[src/rtl/alu4_driver.sv]
// Command FIFO + sequencer that drives an alu4 instance and returns its result/flags as a valid/ready response.
// Optional STICKY_FLAGS_EN adds sticky_clr / sticky_flags (OR-accumulated flags across captures).
module alu4_driver #(
  parameter int DEPTH  = 4,
  parameter int SETTLE = 2,
  parameter int TAG_W  = 4
) (
  input  logic             clk,
  input  logic             rst,
  input  logic             cmd_valid,
  output logic             cmd_ready,
  input  logic [1:0]       cmd_op,
  input  logic [3:0]       cmd_a,
  input  logic [3:0]       cmd_b,
  output logic [3:0]       alu_n1,
  output logic [3:0]       alu_n2,
  output logic [1:0]       alu_op,
  input  logic [3:0]       alu_out,
  input  logic             alu_carryf,
  input  logic             alu_zerof,
  input  logic             alu_negativef,
  output logic             rsp_valid,
  input  logic             rsp_ready,
  output logic [3:0]       rsp_result,
  output logic [2:0]       rsp_flags,
  output logic [TAG_W-1:0] rsp_tag,
  output logic             busy,
`ifdef STICKY_FLAGS_EN
  input  logic             sticky_clr,
  output logic [2:0]       sticky_flags,
`endif
  output logic [1:0]       o_dbg_state
);

  localparam int AW    = $clog2(DEPTH);
  localparam int PW    = AW + 1;
  localparam int CNT_W = $clog2(SETTLE + 1);

  // Handshakes: a transfer happens on a rising edge where valid and ready are both 1;
  // valid never depends on ready, and a held response keeps its payload stable.
  typedef enum logic [1:0] {
    S_IDLE = 2'd0,
    S_WAIT = 2'd1,
    S_RESP = 2'd2
  } state_t;

  state_t             r_state;
  state_t             w_state_nxt;
  logic [9:0]         r_mem [DEPTH];
  logic [PW-1:0]      r_wr_ptr;
  logic [PW-1:0]      r_rd_ptr;
  logic               r_rdy_en;
  logic [CNT_W-1:0]   r_cnt;
  logic [3:0]         r_alu_n1;
  logic [3:0]         r_alu_n2;
  logic [1:0]         r_alu_op;
  logic               r_rsp_valid;
  logic [3:0]         r_rsp_result;
  logic [2:0]         r_rsp_flags;
  logic [TAG_W-1:0]   r_rsp_tag;

  logic               w_empty;
  logic               w_full;
  logic               w_push;
  logic               w_pop;
  logic               w_capture;
  logic               w_accept;
  logic [9:0]         w_head;
  logic [2:0]         w_flags;

  assign w_empty = (r_wr_ptr == r_rd_ptr);
  assign w_full  = (r_wr_ptr[AW] != r_rd_ptr[AW]) &&
                   (r_wr_ptr[AW-1:0] == r_rd_ptr[AW-1:0]);
  // r_rdy_en keeps cmd_ready low until the first edge after reset is released.
  assign w_push  = cmd_valid & cmd_ready;
  assign w_head  = r_mem[r_rd_ptr[AW-1:0]];
  assign w_flags = {alu_carryf, alu_zerof, alu_negativef};

  always_ff @(posedge clk) begin
    if (w_push) r_mem[r_wr_ptr[AW-1:0]] <= {cmd_op, cmd_a, cmd_b};
  end

  always_ff @(posedge clk) begin
    if (rst) r_state <= S_IDLE;
    else     r_state <= w_state_nxt;
  end

  always_comb begin
    w_state_nxt = r_state;
    w_pop       = 1'b0;
    w_capture   = 1'b0;
    w_accept    = 1'b0;
    case (r_state)
      S_IDLE: if (!w_empty) begin
        w_pop       = 1'b1;
        w_state_nxt = S_WAIT;
      end
      S_WAIT: if (r_cnt == CNT_W'(1)) begin
        w_capture   = 1'b1;
        w_state_nxt = S_RESP;
      end
      S_RESP: if (rsp_ready) begin
        w_accept    = 1'b1;
        w_state_nxt = S_IDLE;
      end
      default: w_state_nxt = S_IDLE;
    endcase
  end

  always_ff @(posedge clk) begin
    if (rst) begin
      r_wr_ptr     <= '0;
      r_rd_ptr     <= '0;
      r_rdy_en     <= 1'b0;
      r_cnt        <= '0;
      r_alu_n1     <= '0;
      r_alu_n2     <= '0;
      r_alu_op     <= '0;
      r_rsp_valid  <= 1'b0;
      r_rsp_result <= '0;
      r_rsp_flags  <= '0;
      r_rsp_tag    <= '0;
    end else begin
      r_rdy_en <= 1'b1;
      if (w_push) r_wr_ptr <= r_wr_ptr + PW'(1);
      if (w_pop) begin
        r_rd_ptr <= r_rd_ptr + PW'(1);
        r_alu_op <= w_head[9:8];
        r_alu_n1 <= w_head[7:4];
        r_alu_n2 <= w_head[3:0];
        r_cnt    <= CNT_W'(SETTLE);
      end else if (r_state == S_WAIT) begin
        r_cnt <= r_cnt - CNT_W'(1);
      end
      if (w_capture) begin
        r_rsp_valid  <= 1'b1;
        r_rsp_result <= alu_out;
        r_rsp_flags  <= w_flags;
      end
      if (w_accept) begin
        r_rsp_valid <= 1'b0;
        r_rsp_tag   <= r_rsp_tag + TAG_W'(1);
      end
    end
  end

`ifdef STICKY_FLAGS_EN
  logic [2:0] r_sticky;
  // A capture on the same edge as a clear restarts accumulation from the new flags.
  always_ff @(posedge clk) begin
    if (rst)             r_sticky <= '0;
    else if (w_capture)  r_sticky <= sticky_clr ? w_flags : (r_sticky | w_flags);
    else if (sticky_clr) r_sticky <= '0;
  end
  assign sticky_flags = r_sticky;
`endif

  assign cmd_ready   = r_rdy_en & ~w_full;
  assign alu_n1      = r_alu_n1;
  assign alu_n2      = r_alu_n2;
  assign alu_op      = r_alu_op;
  assign rsp_valid   = r_rsp_valid;
  assign rsp_result  = r_rsp_result;
  assign rsp_flags   = r_rsp_flags;
  assign rsp_tag     = r_rsp_tag;
  assign busy        = (r_state != S_IDLE) | ~w_empty;
  assign o_dbg_state = r_state;

endmodule
[config.mk]
export PLATFORM = sky130hd
export DESIGN_NAME = alu4_driver
export DESIGN_NICKNAME = d
export VERILOG_FILES = /design/src/rtl/alu4_driver.sv
export SDC_FILE = /design/constraint.sdc
export NUM_CORES = 1
export LEC_CHECK = 0
export CORE_ASPECT_RATIO = 1.75
export CORE_MARGIN = 2
export CORE_UTILIZATION = 45
export DETAILED_ROUTE_END_ITERATION = 6
export HOLD_SLACK_MARGIN = 0.1
export PLACE_DENSITY = 0.75
export REMOVE_ABC_BUFFERS = 1
export SYNTH_ARGS = -nofsm -noshare
export SYNTH_HDL_FRONTEND = slang
export SYNTH_SLANG_ARGS = --single-unit
[constraint.sdc]
create_clock -name clk -period 2.22 [get_ports clk]
set_input_delay 0.555 -clock clk [delete_from_list [all_inputs] [get_ports clk]]
set_output_delay 0.555 -clock clk [all_outputs]
set_load 0.01 [all_outputs]
==> results by stage, run 1 <==
Run status:
- The run finished with clean final reports.

Synth:
- The count of cell types in the netlist is 40.
- Of all flip-flops after synthesis, the portion carrying an async set or reset was 0.
- The number of synthesized flops with an enable pin is 40.
- The yosys synthesis warning count is 0.
- By area the synthesized netlist is led by edfxtp_1, dfxtp_1, mux4_2.
- The per-instance average area after synthesis is approximately 14 µm².
- In the synthesized netlist, the number of instances is 216.
- The combined area of all synthesized cells is slightly below 3000 µm².
- The register area share after synthesis is 0.6281.
- The area share of the leading cell type in the synthesized netlist is 0.4052.
- The leading register cell type out of synthesis is edfxtp_1.
- Counting flops and latches in the post-synthesis netlist gives 73.
- Summed over all instances, the cell type with the most area after synthesis is edfxtp_1.

Detailed routing:
- The detail-routed net length per standard cell is ~14 µm.
- The final antenna-violating net count is 0.
- The first routing iteration left 94 violations.
- The total iterations of the first detailed-routing run is 5.
- The overall via count from detail_route is about 1900.
- For this run, design rule violations remaining after detail routing come to 0.
- After detailed routing, the total wire length is between 5 and 6 mm.
- The average vias per placed instance is about 5.

Worst setup path:
- The signal on the critical path passes through xnor2_2 -> nand3_1 -> and2_1 -> dlygate4sd2_1.
- The startpoint class of the critical path is a flip-flop.
- The buffering stage count on the worst path with inverters included is 1.
- The data required time of the worst path is roughly 1700 ps.
- For this design, the slowest cell found on the critical path is dfxtp_2.
- In this run the worst path has a maximum fanout of 6.
- At the worst endpoint, the arrival time is between 1000 and 1500 ps.
- The longest individual stage delay on the worst path is 420 ps.
- STA classifies the critical path endpoint as an output port.
- Grouping stages by cell kind, the critical path spends the most delay in flip-flops.
- The critical setup path kind is flip-flop to output port.

Clock tree:
- Clock tree synthesis selected as its root buffer the cell clkbuf_16.
- The H-tree generated during clock tree synthesis spans 3 levels.
- The clock drives 73 sinks.
- The clock reaches the later pin of the worst-skew pair after approximately 330 ps.
- Clock-pin slew was measured on the worst setup and hold paths at 50 ps.
- The number of buffers created by CTS is 9.
- TritonCTS built the clock tree.
- The longest clock path from root to sink contains 2 buffers.

Die:
- The I/O pin count is 47.
- The core region is about 6400 µm².
- The die is between 100 and 150 µm tall.
- The initial core utilization is 0.4602.
- The site row count is 39.
- The die extent in x is between 60 and 70 µm.
- The die area is just over 7000 µm².

Finish:
- After the last flow step, the layout net total stands at ~310.
- The number of diodes added for antenna fixing is 0.
- The library cell used most frequently in the layout, excluding fill and tap cells, is clkdlybuf4s50_1.
- The fraction of layout cells with a size suffix above 1 is 0.1901.
- Relative to the synthesized area, the layout overhead comes to 34.78%.
- The area used by multi-input combinational logic is 1089 µm².
- Fill cells in the final layout number around 500.
- The library cells used most frequently in the layout, excluding fill and tap cells, are clkdlybuf4s50_1, edfxtp_1, nand2_1, dfxtp_1, mux2i_1.
- The sequential cells in the finished layout cover a total of roughly 1900 µm².

Placed design:
- The global placer's final weighted congestion is between 0.7 and 0.8.
- The quantity of I/O buffers inserted on ports is 46.
- The detailed placement HPWL is between 3 and 4 mm.

Global route:
- The pin count of the biggest net entering global routing is 28.
- The global-route wire length before repair is between 8 and 9 mm.
- The overall overflow remaining after global route is 0.
- In the global route stage, overall resource usage came out at 0.1630.
- The via count of the first global-routing pass is 1878.
- The number of antenna violations at the first check in global routing is 0.

STA:
- The clock period could shrink to roughly 2000 ps.
- At the pin with the least slew margin, the transition time is roughly 510 ps.
- Setup violations remaining at the end of the flow were counted as 0.
- The final hold slack is 435.7 ps.
- Measured against its own limit, the worst slew margin works out to 0.6587.
- The top achievable clock speed is 0.4912 GHz.
- The final cycle utilization of the critical path is 0.9170.
- Setup repair after global routing left no endpoint under its margin.
- The clock arrives with a little over 5 ps of skew.
- The number of max-slew violations in the final report is 0.
- The number of hold violations in the final report is 0.
- After routing, the total negative slack on setup checks comes to 0 ps.

Run:
- The max capacitance violation total is 0.

Hold path:
- The type of the worst min-delay path is flip-flop to flip-flop.

Power and ir drop:
- Power spread over the standard cell area amounts to slightly above 1000 nW/µm².
- The static power due to leakage is approximately 1.5 nW.
- The worst-case IR drop observed on VDD is 0.5631 mV.
## synth_stat cells (3+ instances only)
master,number
edfxtp_1,40
dfxtp_1,33
nand2_1,27
mux2i_1,20
nor2_1,14
mux4_2,10
ha_1,7
inv_1,7
and2_1,5
a21oi_1,4
buf_2,4
clkbuf_1,4
xor2_1,4
nand3_1,3
## what timing repair did
| item | CTS | global route |
|---|---|---|
| buffers inserted | 2 | 0 |
| resized for setup | 16 | 2 |
| hold buffers | 0 | 0 |
| pin swaps | 2 | 0 |
| endpoints found under the setup margin | 2 | 1 |
| gates cloned | 0 | 0 |
## metal layers
metal	global-route usage	vias to the layer above	wire length, µm
met5	0	-	0
met3	0.03838	10	243
met4	0.1000	0	148
met1	0.1820	878	2012
li1	-	919	-
met2	0.2741	57	2780
## cell families (layout without fill, tap and decap cells)
family,Yosys count,in the layout,synth area share
flops,73,73,0.6281
simple gates,62,62,0.09835
mux,32,32,0.1511
buf+inv,18,86,0.02575
compound gates,17,17,0.04390
fa+ha+maj,7,7,0.02955
xor+xnor,7,7,0.02322
## per-stage QoR
| stage | util | cells | worst slack, ps | power [mW] | area, µm² |
|---|---|---|---|---|---|
| after CTS | 0.6187 | 366 | -14.23 | 4.077 | 3985 |
| after floorplan | - | 206 | -186.2 | 2.288 | 2918 |
| final | 0.6202 | 366 | 184.2 | 4.035 | 3995 |
| after global routing | 0.6202 | 366 | 94.97 | 4.241 | 3995 |
| after global placement | 0.5653 | 348 | 105.0 | 2.747 | 3641 |
| after detailed placement | 0.5653 | 348 | 58.93 | 2.769 | 3641 |
## cell type report
class | count | share of cell area
inverter | 8 | 0.007516
timing repair buffer | 62 | 0.1582
tap | 82 | 0.02568
sequential | 73 | 0.4698
multi-input combinational | 125 | 0.2725
clock inverter | 5 | 0.008143
clock buffer | 11 | 0.05825
## power breakdown
part           leakage (nW)  switching (mW)  internal (mW)
Combinational         0.742           0.463          0.612
Clock                 0.123           0.512          0.751
Sequential            0.636           0.115           1.58
## registers in the layout, indices dropped and copies added (netlist names)
register / flops
rsp_tag: 4
rsp_flags: 3
r_rd_ptr: 3
r_mem: 40
r_cnt: 2
rsp_result: 4
alu_n2: 4
o_dbg_state: 2
r_wr_ptr: 3
alu_n1: 4
alu_op: 2
r_rdy_en: 1
rsp_valid: 1
## final timing paths
path	from	endpoint	slack, ps	depth (start not counted)
setup / recovery	r_wr_ptr[1]	cmd_ready	180	4
hold / removal	rsp_valid	rsp_valid	440	2
setup reg to reg	r_wr_ptr[2]	r_cnt[0]	520	5
hold reg to reg	rsp_valid	rsp_valid	440	2
## tightest hold or removal path, stage by stage (launching register included)
cell,delay (ps)
dfxtp_1,300
inv_1,40
a21oi_1,40
(Power assumes the default switching activity.)
==> run 2, diff against run 1 <==
--- a/config.mk
+++ b/config.mk
@@ -12,6 +12,7 @@
 export HOLD_SLACK_MARGIN = 0.1
 export PLACE_DENSITY = 0.75
 export REMOVE_ABC_BUFFERS = 1
+export SKIP_LAST_GASP = 1
 export SYNTH_ARGS = -nofsm -noshare
 export SYNTH_HDL_FRONTEND = slang
 export SYNTH_SLANG_ARGS = --single-unit
==> results by stage, run 2 (synthesis results as in run 1) <==
Run status:
- Run status: completed (unchanged).

Placed design:
- The detailed placement HPWL is 3.699 mm (unchanged).
- The total placed instance area is 3641 µm² (unchanged).
- The quantity of I/O buffers inserted on ports is 46 (unchanged).
- The global placer's final weighted congestion was 0.7848 (unchanged).

Hold path:
- The type of the worst min-delay path was flip-flop to flip-flop (unchanged).

Detailed routing:
- The final antenna-violating net count is 0 (unchanged).
- The average vias per placed instance is 5.131 (was 5.093).
- The number of remaining DRC errors is 0 (unchanged).
- The wire length reported by the detailed router is 5.249 mm (was 5.184 mm).
- The overall via count from detail_route is 1878 (was 1864).
- The initial detailed-routing violation count is 108 (was 94).
- The detail-routed net length per standard cell is 14.34 µm (was 14.16 µm).
- The total iterations of the first detailed-routing run is 4 (was 5).

Finish:
- The area of all placed cells without fillers is 4013 µm² (was 3995 µm²).
- The end-of-flow core utilization is 0.6230 (was 0.6202).
- The layout net count is 307 (unchanged).
- The leading cell type in the layout, fill and taps excluded is clkdlybuf4s50_1 (unchanged).
- The fraction of layout cells with a size suffix above 1 is 0.1901 (unchanged).
- The area added between synthesis and finish is 35.37% (was 34.78%).
- The number of diodes added for antenna fixing was 0 (unchanged).
- Commonest non-fill, non-tap cells in the layout: clkdlybuf4s50_1, edfxtp_1, nand2_1, dfxtp_1, mux2i_1 (unchanged).
- The flip-flop count of the largest register after layout is 40 (unchanged).

Worst setup path:
- The longest individual stage delay on the worst path was 600 ps (was 420 ps).
- The library cell contributing the largest single delay on the critical path was clkdlybuf4s50_1 (was dfxtp_2).
- The worst endpoint data arrival time came to 1410 ps (was 1480 ps).
- The top cell family by delay on the critical path is buffers and inverters (was flip-flops).
- The data required time of the worst path is 1660 ps (about the same).
- The largest fanout of any net on the critical path is 11 (was 6).
- The nature of the critical path endpoint is an output port (unchanged).
- The critical setup path kind was flip-flop to output port (unchanged).
- The buffering stage count on the worst path with inverters included is 1 (unchanged).
- Sequence of cells on the critical path: clkdlybuf4s50_1 (was xnor2_2 -> nand3_1 -> and2_1 -> dlygate4sd2_1).
- The startpoint class of the critical path is a flip-flop (unchanged).

STA:
- The final cycle utilization of the critical path was 0.8862 (was 0.9170).
- The headroom to the max-slew limit is 0.6587 (about the same).
- The setup skew after layout is 5.416 ps (was 5.137 ps).
- The number of endpoints failing setup at the final stage is 0 (unchanged).
- Setup repair after global routing missed its margin: no (unchanged).
- The time the worst path needs with I/O delays and setup is 1967 ps (was 2036 ps).
- The number of hold violations in the final report was 0 (unchanged).
- The top achievable clock speed was 0.5083 GHz (was 0.4912 GHz).
- The slew at the pin with the worst max-slew slack is 510.4 ps (about the same).
- The final hold slack is 435.7 ps (unchanged).
- The setup TNS after final layout is 0 ps (unchanged).
- The number of max-slew violations in the final report came to 0 (unchanged).

Run:
- The max capacitance violation total was 0 (unchanged).

Clock tree:
- The CTS tree is done (unchanged).
- The number of clock sinks is 73 (unchanged).
- The H-tree depth is 3 (unchanged).
- The clock root buffer is clkbuf_16 (unchanged).
- The number of buffers created by CTS is 9 (unchanged).
- The clock-pin slew of the registers on the worst-case setup and hold paths is 50 ps (about the same).
- The clock tree buffer depth is 2 (unchanged).
- The clock insertion delay at the later pin of the skew report is 330 ps (about the same).

Die:
- The overall die height is 111.4 µm (unchanged).
- The die area is 7278 µm² (unchanged).
- The initial core utilization is 0.4602 (unchanged).
- The I/O pin count was 47 (unchanged).
- The site row count came to 39 (unchanged).
- The placeable core region is 6441 µm² (unchanged).
- The die extent in x was 65.35 µm (unchanged).

Power and ir drop:
- The static power due to leakage is 1.511 nW (was 1.501 nW).
- The worst vdd rail ir drop is 0.5636 mV (was 0.5631 mV).
- The total power density per cell area is 1009 nW/µm² (was 1010 nW/µm²).
- The final total power is 4.048 mW (was 4.035 mW).

Global route:
- The overall overflow remaining after global route is 0 (unchanged).
- The via count of the first global-routing pass was 1878 (unchanged).
- The global router's overall resource usage came to 0.1630 (unchanged).
- The pin count of the biggest net entering global routing is 28 (unchanged).
- The number of antenna violations at the first check in global routing was 0 (unchanged).
- The global-route wire length before repair came to 8.880 mm (unchanged).
## run 2: cell count changes in the layout (fill, tap and decap cells not counted)
cell / before / now
dfxtp_2: 3 / 2
dfxtp_4: 3 / 4
dlygate4sd2_1: 1 / 0
dlymetal6s2s_1: 1 / 2
xnor2_2: 1 / 0
xnor2_4: 1 / 2
## run 2: routing by layer
layer / track usage / vias up / share of wire
met1: 0.1820 / 883 / 0.39
met2: 0.2741 / 64 / 0.53
met5: 0 / - / 0
met3: 0.03838 / 12 / 0.047
met4: 0.1000 / 0 / 0.031
li1: - / 919 / -
## run 2: cell type report
class | instances | area (µm²)
Tap cell | 82 | 102.6
Clock inverter | 5 | 32.53
Fill cell | 500 | 2429
Clock buffer | 11 | 232.7
Sequential cell | 73 | 1879
Inverter | 8 | 30.03
Timing Repair Buffer | 62 | 635.6
Multi-Input combinational cell | 125 | 1100
## run 2: path summary, 6_finish.rpt
path	start	to	slack, ps	cells after the start
max	o_dbg_state[0]	o_dbg_state[0]	250	1
min	rsp_valid	rsp_valid	440	2
max reg2reg	r_wr_ptr[2]	r_cnt[0]	530	5
min reg2reg	rsp_valid	rsp_valid	440	2
## run 2: timing repair
action,CTS,global route
buffers inserted,2,0
hold buffers,0,0
gates resized for setup,15,5
pin swaps,2,0
setup endpoints to repair,2,2
## run 2: per-stage QoR
stage / cells / setup slack (ps)
detailed placement: 348 / 58.93
floorplan: 206 / -186.2
CTS: 366 / -14.23
finish: 366 / 252.6
global placement: 348 / 105.0
global route: 366 / 217.6
## run 2: report_power, final
part	internal, mW	switching [mW]
Clock	0.751	0.512
Combinational	0.619	0.465
Sequential	1.58	0.119
